**src/rtl/systolic_seq_ctrl.sv**
```systemverilog
// Job sequencer for the systolic matrix-multiply array: primes SRAM reads,
// steps the array schedule and drains anti-diagonal result beats under backpressure.
module systolic_seq_ctrl #(
  parameter int ARRAY_SIZE  = 32,
  parameter int ADDR_WIDTH  = 10,
  parameter int DRAIN_START = 33
) (
  input  logic                  clk,
  input  logic                  rst_n,
  input  logic                  start,
  input  logic [ADDR_WIDTH-1:0] w_base,
  input  logic [ADDR_WIDTH-1:0] d_base,
  output logic                  busy,
  output logic                  done,
  output logic                  sram_rd_en,
  output logic [ADDR_WIDTH-1:0] w_raddr,
  output logic [ADDR_WIDTH-1:0] d_raddr,
  output logic                  feed_zero,
  output logic                  alu_start,
  output logic [8:0]            cycle_num,
  output logic [5:0]            matrix_index,
  output logic                  out_valid,
  input  logic                  out_ready
);

  typedef enum logic [1:0] {IDLE, PRIME, RUN, DONE} state_t;

  localparam logic [8:0] C_LAST      = 9'(3*ARRAY_SIZE-1);
  localparam logic [8:0] C_READ_END  = 9'(ARRAY_SIZE-1);
  localparam logic [8:0] C_INC_END   = 9'(ARRAY_SIZE-2);
  localparam logic [8:0] C_ZERO      = 9'(ARRAY_SIZE);
  localparam logic [8:0] C_DRAIN     = 9'(DRAIN_START);
  localparam logic [8:0] C_DRAIN_END = 9'(DRAIN_START+2*ARRAY_SIZE-2);
  localparam logic [ADDR_WIDTH-1:0] ADDR_ONE = ADDR_WIDTH'(1);

  state_t     state, state_nxt;
  logic [8:0] c;
  logic       in_window;
  logic       stall;
  logic       advance;

  assign in_window = (state == RUN) && (c >= C_DRAIN) && (c <= C_DRAIN_END);
  assign stall     = in_window && !out_ready;
  assign advance   = (state == RUN) && !stall;

  always_ff @(posedge clk) begin
    if (!rst_n) state <= IDLE;
    else        state <= state_nxt;
  end

  always_comb begin
    state_nxt = state;
    case (state)
      IDLE:    if (start) state_nxt = PRIME;
      PRIME:   state_nxt = RUN;
      RUN:     if (advance && (c == C_LAST)) state_nxt = DONE;
      DONE:    state_nxt = IDLE;
      default: state_nxt = IDLE;
    endcase
  end

  always_comb begin
    busy         = (state != IDLE);
    done         = (state == DONE);
    sram_rd_en   = (state == PRIME) || ((state == RUN) && (c < C_READ_END));
    feed_zero    = (state == RUN) && (c >= C_ZERO);
    out_valid    = in_window;
    alu_start    = advance;
    cycle_num    = c;
    matrix_index = in_window ? 6'(c - C_DRAIN) : '0;
  end

  // Addresses are loaded with the bases on accept and pre-incremented in PRIME,
  // so RUN cycle c always presents base+c+1 without a separate adder per port.
  always_ff @(posedge clk) begin
    if (!rst_n) begin
      c       <= '0;
      w_raddr <= '0;
      d_raddr <= '0;
    end else begin
      case (state)
        IDLE: begin
          c <= '0;
          if (start) begin
            w_raddr <= w_base;
            d_raddr <= d_base;
          end
        end
        PRIME: begin
          c       <= '0;
          w_raddr <= w_raddr + ADDR_ONE;
          d_raddr <= d_raddr + ADDR_ONE;
        end
        RUN: begin
          if (advance) begin
            c <= (c == C_LAST) ? '0 : c + 9'd1;
            if (c < C_INC_END) begin
              w_raddr <= w_raddr + ADDR_ONE;
              d_raddr <= d_raddr + ADDR_ONE;
            end
          end
        end
        default: c <= '0;
      endcase
    end
  end

endmodule

```
**config.mk**
```make
export PLATFORM = sky130hd
export DESIGN_NAME = systolic_seq_ctrl
export DESIGN_NICKNAME = d
export VERILOG_FILES = /design/src/rtl/systolic_seq_ctrl.sv
export SDC_FILE = /design/constraint.sdc
export NUM_CORES = 1
export LEC_CHECK = 0
export CORE_MARGIN = 3
export CORE_UTILIZATION = 40
export CTS_CLUSTER_DIAMETER = 100
export DETAILED_ROUTE_END_ITERATION = 12
export PLACE_DENSITY = 0.73
export SETUP_SLACK_MARGIN = 0.2
export SLEW_MARGIN = 20
export SYNTH_ARGS = -nofsm -noshare
export SYNTH_HDL_FRONTEND = slang
export SYNTH_SLANG_ARGS = --single-unit
```
**constraint.sdc**
```tcl
create_clock -name clk -period 2.6 [get_ports clk]
set_clock_uncertainty 0.15 [all_clocks]
set_input_delay 0.39 -clock clk [delete_from_list [all_inputs] [get_ports clk]]
set_output_delay 0.39 -clock clk [all_outputs]
set_load 0.05 [all_outputs]
```
# Word level (Yosys, flattened, before mapping)
# Cells that the tools add are included.
# totals
ff_bits,31
inputBits,24
out_inout_bits,41
elab_cells,50
# classes
add_sub_neg,4
n_lt_le_gt_ge,5
eq_ne,8
n_mux,13
reduce_logical,16
# op_table
op,n
10-bit two-way mux,6
10-bit one-hot mux with 3 select lines,2
"10-bit by 1-bit adder with 10-bit output, second input constant",2
"9-bit by 6-bit >= comparator with 1-bit output, second input constant",2
"9-bit by 5-bit less-than comparator with 1-bit output, second input constant",2
"9-bit by 1-bit adder with 9-bit output, second input constant",1
"9-bit by 7-bit == test with 1-bit output, second input constant",1
"9-bit by 7-bit <= comparator with 1-bit output, second input constant",1
9-bit two-way mux,1
2-bit one-hot mux with 4 select lines,1
1-bit logical AND,7
6-bit two-way mux,1
"6-bit subtractor, second input constant",1
"2-bit == test, second input constant",2
2-bit two-way mux,2
"2-bit by 1-bit != test with 1-bit output, second input constant",2
"2-bit != test, second input constant",2
2-bit AND reduction,2
4-bit AND reduction,1
3-bit nonzero test,1
"2-bit by 1-bit == test with 1-bit output, second input constant",1
1-bit logical NOT,2
2-bit logical NOT,1
2-bit nonzero test,1
1-bit logical OR,1

# Logic depth before layout (Yosys ltp)
# logic_depth
word_depth,9
depth_mapped,9
depth_no_buf,7

# Worst setup path after synthesis
# Ideal clock, no wire load.
# synth_path
path_kind,flip-flop to output port
startpoint,"reg c[2], in the netlist cycle_num[2]"
endpoint,out alu_start
arrival_ns,2.766
t_required_ns,2.060
slack_ns,-0.706
stages_incl_launch_ff,5
n_path_buf,1
path_cell_list,dfxtp_1 -> buf_6 -> or4_4 -> o311a_2 -> nor3b_1
# synth_between
elab_chain_cells,6
word_cells_on_any_way,7
cone_classes,order compare (2); reduce/logical (5)
# synth_rtl
element,line,source
start: declaration,37,logic [8:0] c;
start signal: assignment,96,c <= (c == C_LAST) ? '0 : c + 9'd1;
9-bit by 6-bit >= comparator with 1-bit output,42,assign in_window = (state == RUN) && (c >= C_DRAIN) && (c <= C_DRAIN_END);
1-bit logical AND,42,
1-bit logical AND (*),42,
1-bit logical AND (*),43,assign stall = in_window && !out_ready;
1-bit logical NOT (*),44,assign advance = (state == RUN) && !stall;
1-bit logical AND (*),44,
end: declaration,19,"output logic alu_start,"
# Mark *: on every way between the ends. The rest lies on a longest branch, timed or not.

# Worst setup path after layout
# layout_path
startpoint,"reg c[0], in the netlist cycle_num[0]"
endpoint,out matrix_index[5]
# layout_between
elab_chain_cells,4
word_cells_on_any_way,6
cone_classes,add/sub (1); order compare (2); mux (1); reduce/logical (2)
# layout_rtl
element,line,source
9-bit by 6-bit >= comparator with 1-bit output,42,
1-bit logical AND (2 in series),42,
6-bit two-way mux (*),70,matrix_index = in_window ? 6'(c - C_DRAIN) : '0;
end: declaration,21,"output logic [5:0] matrix_index,"
# Marked as above.

==> impl_metrics.yaml <==
routing:
  post_drt_wl_per_cell_um: 15.0
  ant_nets: 0
  avgViaCountPerCell: 5.53
  remaining_drc_errors: 0
  first_pass_iters: 4
  dr_total_vias: 2288
  drtIter0Drc: 147
  wl_um: 6200
global_routing:
  grt_overflow: 0
  grt_max_degree: 33
  antenna_found_initial: 0
  grt_pass1_vias: 2169
  track_usage_pct: 20.9
  grt_pass1_wl_um: 10300
run:
  maxCapViolCount: 0
layout:
  drive_gt1_share_pct: 17.3
  seq_area_um2: 633
  fin_area_um2: 3110
  nets: 382
  area_growth_pct: 49.0
  fin_cells: 414
  multi_input_area_um2: 1440
  num_antenna_cells: 0
  fill_cells: 459
yosys:
  synth.avg_cell_area_um2: 7.63
  yosys-top-cells-area: "dfxtp_1, ha_1, a21oi_1, nand2_1, nor2_1"
  synth-seq-cells: 31
  syn_area_um2: 2090
  synth_nets: 309
  yosys-top-cells-count: "nand2_1, dfxtp_1, nor2_1"
  synthCells: 274
  synth_edf_count: 0
  yosysWarnings: 0
  yosysTopAreaCell: "dfxtp_1"
  synth-main-ff-cell: "dfxtp_1"
  synth_cell_type_count: 48
  async_flop_share_pct: 0
  ys_seq_area_share_pct: 29.7
  yosysTopAreaCellShare_pct: 29.7
  yosysMostFrequentCell: "nand2_1"
clock_tree:
  clockBufferDepth: 2
  cts_root_buf: "clkbuf_8"
  clock_latency_ns: 0.28
  cts-buffers-inserted: 5
  cts_tree: "built"
  cts.clk_slew.worst_paths_ns: 0.07
  htreeDepth: 2
  cts.sinks: 31
critical_path:
  slowest_delay_ns: 0.56
  startpoint: "cycle_num[0]$_SDFFE_PN0P_"
  worstReg2RegEnd: "cycle_num[4]$_SDFFE_PN0P_"
  reg2reg_from: "cycle_num[0]$_SDFFE_PN0P_"
  crit_fanout: 8
  worstPathCellList: "or4_4 -> o311a_4 -> o21ai_4 -> buf_12 -> nor2_4 -> buf_8"
  critical_path_class: "reg2out"
  r2r_cells: 6
  critPathRequiredTime_ns: 2.06
  cp.depth: 6
  crit_end: "matrix_index[5]"
  worstSetupEndpointType: "output pin"
  critPathBufInv: 2
  crit_family: "simple AND/OR/NAND/NOR gates"
  worstPathArrival_ns: 2.04
  worstSetupStartpointType: "flip-flop"
  r2r_slack_ns: 0.26
  crit_slowest_cell: "or4_4"
placement:
  dp_hpwl_um: 4400
  finalWeightedCongestion: 0.849
  postPlaceCellArea_um2: 2920
  dp_slack_ns: 0.226
  port_buffers: 64
  dp_cells: 400
floorplanning:
  pin_count: 65
  num_rows: 25
  die_x_um: 78.3
  dieArea_um2: 6130
  initial_core_util_pct: 42.8
  chipHeight_um: 78.3
  coreArea_um2: 4880
timing:
  drv_slew: 0
  min_period_ns: 2.58
  setup-violations-final: 0
  rsz0062_at_grt: "yes"
  max_freq_mhz: 388
  finalHoldViolCount: 0
  setup_ws_ns: 0.0212
  tightest_slew_ns: 0.549
  slew_headroom_pct: 63.2
  period_share_pct: 99.2
pwr:
  power_leakage_uw: 0.00117
  power_density_nw_per_um2: 927
  irDropWorstVdd_v: 0.000676
status:
  outcome: "completed"
min_path:
  min_path_type: "reg2reg"
[report_power, final]
part	internal, uW	total [uW]	switching (uW)
Clock	208	391	183
Combinational	639	1720	1090
Sequential	602	773	171
Total	1450	2890	1440
[worst min path at each step]
stage                                       start                 endpoint  slack [ns]  cells past startpoint
after detailed placement  w_raddr[9]$_SDFFE_PN0P_  w_raddr[9]$_SDFFE_PN0P_        0.33                      2
after floorplan             state[1]$_SDFFE_PN0P_    state[1]$_SDFFE_PN0P_        0.32                      2
final                     d_raddr[9]$_SDFFE_PN0P_  d_raddr[9]$_SDFFE_PN0P_        0.34                      2
after CTS                 w_raddr[9]$_SDFFE_PN0P_  w_raddr[9]$_SDFFE_PN0P_        0.34                      2
after global routing      d_raddr[9]$_SDFFE_PN0P_  d_raddr[9]$_SDFFE_PN0P_        0.36                      2
after global placement    w_raddr[9]$_SDFFE_PN0P_  w_raddr[9]$_SDFFE_PN0P_        0.33                      2
[layer usage]
layer,GRT usage [%],vias to the layer above,wire length [um]
li1,-,1128,-
met1,24.8,1079,2660
met2,37.5,74,3190
met3,4.13,7,283
met4,6.99,0,76
met5,0,-,0
[layout by cell type, fill, tap and decap left out, types with 3 or more instances in the layout]
| cell | n |
|---|---|
| nor2_1 | 24 |
| o32ai_1 | 10 |
| dfxtp_1 | 27 |
| buf_6 | 5 |
| mux2i_1 | 7 |
| nor2_4 | 5 |
| and3_1 | 3 |
| and2_1 | 3 |
| nand2_1 | 34 |
| ha_1 | 10 |
| or3_1 | 5 |
| dfxtp_4 | 3 |
| buf_4 | 19 |
| o21ai_0 | 9 |
| nand3_1 | 13 |
| a211oi_1 | 4 |
| inv_1 | 11 |
| nor3_1 | 9 |
| o2bb2ai_1 | 4 |
| nor2b_1 | 6 |
| o311a_4 | 3 |
| clkdlybuf4s50_1 | 53 |
| clkbuf_8 | 6 |
| a21oi_1 | 25 |
| xnor2_1 | 6 |
| nand4_1 | 4 |
[area by class of cell]
type                            count  share of cell area [%]
Clock buffer                        6                    2.65
Clock inverter                      1                   0.161
Inverter                           14                    1.77
Multi-Input combinational cell    213                    46.3
Sequential cell                    31                    20.3
Tap cell                           67                    2.69
Timing Repair Buffer               82                    26.1
[worst register-to-register path: stages (launching register included)]
cell	delay [ns]
dfxtp_4	0.34
or4_4	0.56
o311a_4	0.34
buf_4	0.14
o211a_4	0.26
or3_1	0.35
a21oi_1	0.14
[flip-flops by register name, summed over array words and instances (netlist names)]
| signal | flops |
|---|---|
| w_raddr | 10 |
| d_raddr | 10 |
| state | 2 |
| cycle_num | 9 |
[stage by stage]
stage / util (%) / TNS [ns] / hold slack (ns) / power, uW
finish: 63.8 / 0 / 0.338 / 2890
global route: 63.8 / -0.156 / 0.365 / 3070
CTS: 63.4 / 0 / 0.339 / 2900
detailed placement: 59.8 / 0 / 0.330 / 2490
global placement: 59.8 / 0 / 0.328 / 2460
floorplan: - / 0 / 0.318 / 1960
[repair_timing]
item / in CTS / in global routing
setup buffers: 6 / 1
resized for setup: 10 / 4
setup endpoints to repair: 8 / 9
hold buffers: 0 / 0
pin swaps: 5 / 6
[cells by family after synthesis]
family,synth area share [%]
simple gates,26.3
compound gates,24.7
flops,29.7
buf+inv,5.99
fa+ha+maj,6.59
xor+xnor,3.35
mux,3.35
Power figures use the tool's default switching activity.
